`config.mk`:
```
export PLATFORM = sky130hd
export DESIGN_NAME = fifo_burst_arbiter
export DESIGN_NICKNAME = d
export VERILOG_FILES = /design/src/rtl/fifo_arb_pkg.sv /design/src/rtl/frame_addr_counter.sv /design/src/rtl/fifo_burst_arbiter.sv
export SDC_FILE = /design/constraint.sdc
export NUM_CORES = 1
export LEC_CHECK = 0
export CAP_MARGIN = 0
export CORE_AREA = 2 2 87 89
export CTS_CLUSTER_SIZE = 20
export DETAILED_ROUTE_END_ITERATION = 10
export DIE_AREA = 0 0 89 91
export MAX_ROUTING_LAYER = met4
export PLACE_DENSITY = 0.83
export SETUP_SLACK_MARGIN = 0.05
export SKIP_CTS_REPAIR_TIMING = 1
export SLEW_MARGIN = 5
export SYNTH_ARGS = -nofsm -noshare
export SYNTH_HDL_FRONTEND = slang
export SYNTH_HIERARCHICAL = 1
export SYNTH_SLANG_ARGS = --single-unit
```
`constraint.sdc`:
```
create_clock -name clk -period 6.3 [get_ports clk]
set_clock_uncertainty 0.15 [all_clocks]
set_input_delay 0.63 -clock clk [delete_from_list [all_inputs] [get_ports clk]]
set_output_delay 0.63 -clock clk [all_outputs]
set_load 0.02 [all_outputs]
```
`src/rtl/fifo_arb_pkg.sv`:
```
// fifo_arb_pkg
// Shared types and helpers for the memory-side burst scheduler:
//   arb_state_t : scheduler FSM states
//   grant_t     : direction of the last granted burst (GRANT_WR / GRANT_RD)
//   clog2       : constant ceil(log2) helper used for counter sizing
package fifo_arb_pkg;

  typedef enum logic [2:0] {
    IDLE    = 3'd0,
    ARB     = 3'd1,
    WR_CMD  = 3'd2,
    WR_DATA = 3'd3,
    RD_CMD  = 3'd4,
    RD_DATA = 3'd5
  } arb_state_t;

  typedef enum logic {
    GRANT_RD = 1'b0,
    GRANT_WR = 1'b1
  } grant_t;

  function automatic int clog2(input int value);
    int result;
    result = 0;
    for (int i = 0; i < 31; i++) begin
      if ((1 << i) < value) result = i + 1;
    end
    return result;
  endfunction

endpackage

```
`src/rtl/frame_addr_counter.sv`:
```
// frame_addr_counter
// Burst start-address generator for one direction of frame-buffer traffic.
// Steps by BURST_LEN words on each advance and wraps to 0 after the last
// burst of a frame, flagging the wrap with a one-cycle pulse.
// Ports:
//   clk        : memory-domain clock
//   rst_n      : asynchronous active-low reset
//   advance    : one-cycle request to move to the next burst address
//   addr       : current burst start word address
//   wrap_pulse : high for one cycle after the address wrapped to 0
module frame_addr_counter #(
  parameter int ADDR_WIDTH  = 24,
  parameter int BURST_LEN   = 256,
  parameter int FRAME_WORDS = 307200
) (
  input  logic                  clk,
  input  logic                  rst_n,
  input  logic                  advance,
  output logic [ADDR_WIDTH-1:0] addr,
  output logic                  wrap_pulse
);

  localparam logic [ADDR_WIDTH-1:0] LAST_ADDR = ADDR_WIDTH'(FRAME_WORDS - BURST_LEN);
  localparam logic [ADDR_WIDTH-1:0] STEP      = ADDR_WIDTH'(BURST_LEN);

  // Comparing against the last burst start (rather than addr+STEP against
  // FRAME_WORDS) keeps the arithmetic inside ADDR_WIDTH bits.
  always_ff @(posedge clk or negedge rst_n) begin
    if (!rst_n) begin
      addr       <= '0;
      wrap_pulse <= 1'b0;
    end else begin
      wrap_pulse <= 1'b0;
      if (advance) begin
        if (addr == LAST_ADDR) begin
          addr       <= '0;
          wrap_pulse <= 1'b1;
        end else begin
          addr <= addr + STEP;
        end
      end
    end
  end

endmodule

```
`src/rtl/fifo_burst_arbiter.sv`:
```
// fifo_burst_arbiter
// Memory-side scheduler between the camera FIFO (drained to memory) and the
// display FIFO (refilled from memory). Issues fixed-length burst commands on
// a single memory command port, arbitrating by FIFO fill level with an urgent
// display-refill override and round-robin otherwise. Pixel data bypasses this
// block; it only generates the FIFO pop/push strobes.
// Ports:
//   clk, rst_n        : memory clock, asynchronous active-low reset
//   enable            : scheduling enable (memory initialised)
//   wr_fifo_count     : camera FIFO fill level (lagging, pessimistic)
//   wr_fifo_read      : camera FIFO pop, one per write beat
//   rd_fifo_count     : display FIFO fill level (lagging, pessimistic)
//   rd_fifo_full      : display FIFO full flag
//   rd_fifo_write     : display FIFO push, one per read beat
//   mem_cmd_valid/ready/rw/addr : burst command handshake (rw 1 = write)
//   mem_wdata_ready   : memory takes a write word this cycle
//   mem_rdata_valid   : memory delivers a read word this cycle
//   frame_wr_done/frame_rd_done : one-cycle pulse on frame address wrap
module fifo_burst_arbiter
  import fifo_arb_pkg::*;
#(
  parameter int DATA_WIDTH       = 16,
  parameter int FIFO_DEPTH_WIDTH = 10,
  parameter int BURST_LEN        = 256,
  parameter int ADDR_WIDTH       = 24,
  parameter int FRAME_WORDS      = 307200,
  parameter int URGENT_LVL       = 256
) (
  input  logic                        clk,
  input  logic                        rst_n,
  input  logic                        enable,
  input  logic [FIFO_DEPTH_WIDTH-1:0] wr_fifo_count,
  output logic                        wr_fifo_read,
  input  logic [FIFO_DEPTH_WIDTH-1:0] rd_fifo_count,
  input  logic                        rd_fifo_full,
  output logic                        rd_fifo_write,
  output logic                        mem_cmd_valid,
  input  logic                        mem_cmd_ready,
  output logic                        mem_cmd_rw,
  output logic [ADDR_WIDTH-1:0]       mem_cmd_addr,
  input  logic                        mem_wdata_ready,
  input  logic                        mem_rdata_valid,
  output logic                        frame_wr_done,
  output logic                        frame_rd_done
);

  localparam int BEAT_W = clog2(BURST_LEN) + 1;
  localparam int CNT_W  = FIFO_DEPTH_WIDTH + 1;

  localparam logic [CNT_W-1:0]  BURST_CNT  = CNT_W'(BURST_LEN);
  localparam logic [CNT_W-1:0]  RD_MAX_CNT = CNT_W'((1 << FIFO_DEPTH_WIDTH) - BURST_LEN);
  localparam logic [CNT_W-1:0]  URGENT_CNT = CNT_W'(URGENT_LVL);
  localparam logic [BEAT_W-1:0] BEATS_FULL = BEAT_W'(BURST_LEN);
  localparam logic [BEAT_W-1:0] BEAT_ONE   = BEAT_W'(1);

  // Reject configurations that break the burst/frame/FIFO size relationships.
  if (DATA_WIDTH < 1 || BURST_LEN < 1 || (BURST_LEN & (BURST_LEN - 1)) != 0 ||
      2 * BURST_LEN > (1 << FIFO_DEPTH_WIDTH) || (FRAME_WORDS % BURST_LEN) != 0) begin : g_bad_cfg
    $error("fifo_burst_arbiter: invalid parameter combination");
  end

  arb_state_t             state, state_nxt;
  grant_t                 last_grant;
  logic [BEAT_W-1:0]      beats;
  logic [ADDR_WIDTH-1:0]  wr_addr, rd_addr;
  logic                   wr_elig, rd_elig, rd_urgent;
  logic                   cmd_accept, wr_pop, rd_push, wr_adv, rd_adv;

  // Zero-extend counts so the thresholds compare at a common width.
  assign wr_elig   = {1'b0, wr_fifo_count} >= BURST_CNT;
  assign rd_elig   = !rd_fifo_full && ({1'b0, rd_fifo_count} <= RD_MAX_CNT);
  assign rd_urgent = {1'b0, rd_fifo_count} < URGENT_CNT;

  always_ff @(posedge clk or negedge rst_n) begin
    if (!rst_n) state <= IDLE;
    else        state <= state_nxt;
  end

  always_comb begin
    state_nxt  = state;
    cmd_accept = 1'b0;
    wr_pop     = 1'b0;
    rd_push    = 1'b0;
    wr_adv     = 1'b0;
    rd_adv     = 1'b0;
    case (state)
      IDLE: if (enable) state_nxt = ARB;
      ARB: begin
        if (!enable)                    state_nxt = IDLE;
        else if (rd_elig && rd_urgent)  state_nxt = RD_CMD;
        else if (wr_elig && rd_elig)    state_nxt = (last_grant == GRANT_RD) ? WR_CMD : RD_CMD;
        else if (wr_elig)               state_nxt = WR_CMD;
        else if (rd_elig)               state_nxt = RD_CMD;
      end
      WR_CMD: if (mem_cmd_ready) begin
        cmd_accept = 1'b1;
        state_nxt  = WR_DATA;
      end
      RD_CMD: if (mem_cmd_ready) begin
        cmd_accept = 1'b1;
        state_nxt  = RD_DATA;
      end
      // The burst ends on the cycle of its final beat, so the next burst can
      // be arbitrated immediately afterwards.
      WR_DATA: begin
        wr_pop = mem_wdata_ready && (beats != '0);
        if (beats == '0 || (wr_pop && beats == BEAT_ONE)) begin
          wr_adv    = 1'b1;
          state_nxt = ARB;
        end
      end
      RD_DATA: begin
        rd_push = mem_rdata_valid && (beats != '0);
        if (beats == '0 || (rd_push && beats == BEAT_ONE)) begin
          rd_adv    = 1'b1;
          state_nxt = ARB;
        end
      end
      default: state_nxt = IDLE;
    endcase
  end

  assign wr_fifo_read  = wr_pop;
  assign rd_fifo_write = rd_push;

  // Command fields are captured once at the grant and held until accepted.
  always_ff @(posedge clk or negedge rst_n) begin
    if (!rst_n) begin
      mem_cmd_valid <= 1'b0;
      mem_cmd_rw    <= 1'b0;
      mem_cmd_addr  <= '0;
      beats         <= '0;
      last_grant    <= GRANT_RD;
    end else begin
      if (state == ARB && (state_nxt == WR_CMD || state_nxt == RD_CMD)) begin
        mem_cmd_valid <= 1'b1;
        mem_cmd_rw    <= (state_nxt == WR_CMD);
        mem_cmd_addr  <= (state_nxt == WR_CMD) ? wr_addr : rd_addr;
      end else if (cmd_accept) begin
        mem_cmd_valid <= 1'b0;
      end

      if (cmd_accept) begin
        beats      <= BEATS_FULL;
        last_grant <= (state == WR_CMD) ? GRANT_WR : GRANT_RD;
      end else if (wr_pop || rd_push) begin
        beats <= beats - BEAT_ONE;
      end
    end
  end

  frame_addr_counter #(
    .ADDR_WIDTH (ADDR_WIDTH),
    .BURST_LEN  (BURST_LEN),
    .FRAME_WORDS(FRAME_WORDS)
  ) u_wr_addr (
    .clk       (clk),
    .rst_n     (rst_n),
    .advance   (wr_adv),
    .addr      (wr_addr),
    .wrap_pulse(frame_wr_done)
  );

  frame_addr_counter #(
    .ADDR_WIDTH (ADDR_WIDTH),
    .BURST_LEN  (BURST_LEN),
    .FRAME_WORDS(FRAME_WORDS)
  ) u_rd_addr (
    .clk       (clk),
    .rst_n     (rst_n),
    .advance   (rd_adv),
    .addr      (rd_addr),
    .wrap_pulse(frame_rd_done)
  );

endmodule

```
; Yosys cells after proc, flatten, opt, wreduce, memory -nomap -nowiden
; Cells that the tools add are included.
[word_totals]
regBits = 89
latch_bits = 0
ramBits = 0
rom_bits = 0
inputBits = 27
wordCells = 77
mem_count = 0
[op_classes]
add_sub_neg = 3
n_mul = 0
n_div = 0
magnitude_cmp = 3
n_eq_ne = 10
shift = 0
mux = 32
n_bitwise = 0
n_reduce_logical = 19
[ops]
columns = op, n
row1 = two-way mux 24 bit, 3
row2 = adder 24 x 9 -> 24 bit (second input constant), 2
row3 = == test 24 x 19 -> 1 bit (second input constant), 2
row4 = two-way mux 3 bit, 11
row5 = two-way mux 9 bit, 2
row6 = one-hot mux 3 bit (6 select lines), 1
row7 = two-way mux 1 bit, 15
row8 = greater-or-equal comparator 10 x 9 -> 1 bit (second input constant), 1
row9 = <= comparator 10 bit (second input constant), 1
row10 = less-than comparator 10 x 9 -> 1 bit (second input constant), 1
row11 = == test 3 x 2 -> 1 bit (second input constant), 3
row12 = == test 3 bit (second input constant), 3
row13 = == test 9 x 1 -> 1 bit (second input constant), 1
row14 = logical NOT 9 bit, 1
row15 = nonzero test 9 bit, 1
row16 = subtractor 9 x 1 -> 9 bit (second input constant), 1
row17 = logical AND 1 bit, 8
row18 = logical OR 1 bit, 4
row19 = nonzero test 2 bit, 2
row20 = == test 3 x 1 -> 1 bit (second input constant), 1
row21 = logical NOT 3 bit, 1
row22 = OR reduction 2 bit, 1
row23 = logical NOT 1 bit, 1

; Depth between registers and ports, before layout
[logic_depth]
depth_word = 12
depth_mapped = 10
ltp_nobuf = 9

; Modules after synthesis
; The synthesis kept the hierarchy.
[modules_own_cells]
columns = mod, instances, cells_per_inst, area_per_inst_um2, seq_area_each_um2
row1 = fifo_burst_arbiter, 1, 214, 2070.7, 975.9
row2 = frame_addr_counter, 2, 82, 863.3, 425.4

; Worst setup path after synthesis
; OpenSTA, ideal clock, no wires.
[synth_path]
path_kind = reg2reg
from = register beats[5]
to = register u_rd_addr.addr[18]
setup_ns = 0.119
arrival_ns = 2.375
t_required_ns = 6.031
setup_slack_ns = 3.656
path_stages_with_launch = 9
path_buffers = 1
path_cell_list = dfrtp_1 -> or4_4 -> or3_4 -> nor2_1 -> clkbuf_1 -> nand4_1 -> nor3_1 -> xnor2_1 -> nor2_1
[synth_between]
elab_chain_len = 6
elab_cells_between_ends = 8
[synth_lines]
columns = item, line
row1 = start: declaration, fifo_burst_arbiter.sv:64  ; logic [BEAT_W-1:0] beats;
row2 = start signal: assignment, fifo_burst_arbiter.sv:147  ; beats <= beats - BEAT_ONE;
row3 = nonzero test 9 bit, fifo_burst_arbiter.sv:113  ; rd_push = mem_rdata_valid && (beats != '0);
row4 = logical AND 1 bit, fifo_burst_arbiter.sv:113
row5 = logical AND 1 bit, fifo_burst_arbiter.sv:114  ; if (beats == '0 || (rd_push && beats == BEAT_ONE)) begin
row6 = logical OR 1 bit *, fifo_burst_arbiter.sv:114
row7 = two-way mux 1 bit *, fifo_burst_arbiter.sv:114
row8 = two-way mux 1 bit *, fifo_burst_arbiter.sv:86  ; case (state)
row9 = named net rd_adv, fifo_burst_arbiter.sv:67  ; logic cmd_accept, wr_pop, rd_push, wr_adv, rd_adv;
row10 = end signal: assignment, frame_addr_counter.sv:39  ; addr <= addr + STEP;
row11 = end: declaration, frame_addr_counter.sv:19  ; output logic [ADDR_WIDTH-1:0] addr,
; The timed path passes the listed nets; every way through them passes the cells marked *.
; A chain may end at the register's enable or synchronous reset.

; Worst setup path in the final report
[layout_path]
from = register beats[2]
to = register u_wr_addr.addr[23]
[layout_between]
elab_chain_len = 6
elab_cells_between_ends = 8
[layout_lines]
columns = item, line
row1 = nonzero test 9 bit, fifo_burst_arbiter.sv:106  ; wr_pop = mem_wdata_ready && (beats != '0);
row2 = logical AND 1 bit, fifo_burst_arbiter.sv:106
row3 = logical AND 1 bit, fifo_burst_arbiter.sv:107  ; if (beats == '0 || (wr_pop && beats == BEAT_ONE)) begin
row4 = logical OR 1 bit *, fifo_burst_arbiter.sv:107
row5 = two-way mux 1 bit *, fifo_burst_arbiter.sv:107
row6 = two-way mux 1 bit *, fifo_burst_arbiter.sv:86
row7 = named net wr_adv, fifo_burst_arbiter.sv:67
row8 = end signal: assignment, frame_addr_counter.sv:39
row9 = end: declaration, frame_addr_counter.sv:19
; Marked as above.

==> results.ini <==
[finish]
n_antenna_cell=0
drive_gt1_share_pct=6.512
regArea_sq_mm=0.001827
multi_input_area_sq_mm=0.001818
nFillCells=592
stdcell_count=529
fin_util_pct=63.04
nets=458
fin_area_sq_mm=0.004499
area_growth_pct=18.48

[outcome]
outcome=finished, final reports clean

[placement]
portBuffers=48
place.gp.congestion=0.8417
place_area_sq_mm=0.004282
placed_cells=514
hpwl_mm=5.412

[setup_path]
reg2reg_setup_slack_ps=2850
r2r-start=beats[2]$_DFFE_PN0P_
worstPathRequired_ps=6370
timing.rr.end=u_wr_addr/addr[23]$_DFFE_PN0P_
critPathCaptureType=flip-flop
critPathKind=reg2reg
critical_path.max_fanout=11
cp-start-kind=flip-flop
r2r_cells=7
arrival_ps=3520
crit_start=beats[2]$_DFFE_PN0P_

[timing]
fmax_mhz=289.7
hold_violations=0
relSlewSlack_pct=38.93
fin_crit_sh_pct=54.79
final.setup.tns_ps=0
setup_violations=0
fin_crit_ps=3452
worst_pin_slew_ps=916.1
rsz0062_at_grt=no
holdWs_ps=329.0
drv_slew=0

[cts]
root_buffer=clkbuf_8
htree_levels=3
clock_latency_ps=340
cts.clk_slew.worst_paths_ps=80
numCtsBuffers=9
cts_buffer_depth=2
cts_sinks=73
tritoncts=yes

[floorplan]
io_pins=57
dieWidth_um=89
dieArea_sq_mm=0.008099
die_h_um=91
core-area_sq_mm=0.007137
fp-row-count=31
start_util_pct=53.21

[power]
leakage_nw=1.894
combPwrFrac_pct=40.8
seqPwrFrac_pct=38.2
max-vdd-ir-drop_mv=0.2460
pwr_density_cell_mw_per_mm2=419.7
power.share.switching_pct=36.93
p_clk_share_pct=21.0
p_sw_w=0.0006974
intPower_w=0.001191

[drt]
drt_iter0_markers=181
wl_mm=7.928
drc=0
drtAntennaViolNets=0
via_count=2844
routed_via_density=5.376
drt_pass1_iterations=4
wl_per_cell_um=14.99

[logic_synthesis]
synthTopCellsByCount=dfrtp_1 (73), nor2_1 (52), a21oi_1 (32)
synth_seq_cells=73
yosysMostFrequentCell=dfrtp_1
async_flop_share_pct=100.0
syn_inst=378
synth-seq-area-share_pct=48.11
yosys.area.top_type=dfrtp_1
synth_cell_types=49
synth_area_per_cell_sq_um=10.05
synthFlopType=dfrtp_1
synth_top_area_share_pct=48.11
synth_area_leaders=dfrtp_1 (48%), mux2i_1 (6.9%), nor2_1 (5.1%)
netlist_area_sq_mm=0.003797
ys_warn_count=6
synth_edf_count=0

[grt]
grt_pass1_vias=2984
antenna_found_initial=0
grt_pass1_wl_mm=13.59
grt_max_degree=74
grt_overflow_total=0
track_usage_pct=21.78

[min_path]
hold_path.class=in2async

[flow_run]
drv_cap=0

-- metrics by stage --
step | setup slack (ps) | total power (W)
after floorplan | 3656 | 0.001231
after global placement | 2861 | 0.001465
after detailed placement | 2823 | 0.001493
after CTS | 2858 | 0.001899
after global routing | 2604 | 0.002017
final | 2848 | 0.001888
-- sequential cells by signal, summed over array words and instances, names as in the netlist --
| signal | cells |
|---|---|
| u_wr_addr/addr | 16 |
| mem_cmd_rw | 1 |
| mem_cmd_valid | 1 |
| u_rd_addr/wrap_pulse | 1 |
| state | 3 |
| u_rd_addr/addr | 16 |
| mem_cmd_addr | 24 |
| u_wr_addr/wrap_pulse | 1 |
| last_grant | 1 |
| beats | 9 |
-- worst max path at each step --
stage	endpoint	depth (start not counted)	slack, ps
2_1_floorplan	u_rd_addr/addr[18]$_DFFE_PN0P_	8	3660
3_3_place_gp	u_rd_addr/addr[23]$_DFFE_PN0P_	8	2860
5_1_grt	u_wr_addr/addr[23]$_DFFE_PN0P_	7	2600
3_5_place_dp	u_wr_addr/addr[23]$_DFFE_PN0P_	8	2820
6_report	u_wr_addr/addr[23]$_DFFE_PN0P_	7	2850
4_1_cts	u_wr_addr/addr[23]$_DFFE_PN0P_	7	2860
-- power by group through the flow --
stage               combinational, W  clock (W)  sequential, W
floorplan                   0.000438          0       0.000793
global placement            0.000746          0       0.000718
detailed placement          0.000766          0       0.000727
CTS                         0.000773   0.000407       0.000719
global route                0.000847   0.000430       0.000740
finish                      0.000770   0.000397       0.000722
-- cell type report --
class	instances	share of cell area (%)
Sequential cell	73	40.60
Multi-Input combinational cell	287	40.41
Timing Repair Buffer	51	11.07
Clock buffer	10	3.059
Tap cell	99	2.753
Clock inverter	5	1.780
Inverter	4	0.3337
-- routing by layer --
layer | global-route usage (%) | share of wire, % | vias up
met5 | - | 0 | -
met4 | 7.338 | 0.85 | 0
met3 | 3.455 | 4.6 | 8
met2 | 35.51 | 51 | 79
met1 | 27.61 | 44 | 1368
li1 | - | - | 1389
-- kinds of logic after synthesis --
| group | share of synthesized area (%) |
|---|---|
| simple gates | 20.82 |
| flops | 48.11 |
| other cells | 0.1978 |
| mux | 7.150 |
| fa+ha+maj | 1.647 |
| xor+xnor | 6.458 |
| buf+inv | 5.404 |
| compound gates | 10.21 |
-- cells in the final DEF (no fill, tap or decap), types with 6 or more instances in the layout --
cell	Yosys	final
nor2_1	52	52
dfrtp_1	73	73
nor3_1	8	8
nand2_1	25	25
mux2i_1	26	26
and3_1	7	7
clkbuf_8	0	10
a21oi_1	32	32
o21ai_0	6	6
xnor2_1	21	21
nand3_1	16	16
conb_1	2	16
xor2_1	7	7
nand4_1	7	7
clkdlybuf4s50_1	0	47
nand2b_1	7	7
-- worst max-delay path, stage by stage, from the launching register on --
cell     delay, ps
dfrtp_1        470
or4b_1         580
or3_1          400
nor2_1         560
nand2_1        170
nor3_1         610
nand4_1        230
xnor2_1        170
(Power assumes the default switching activity.)
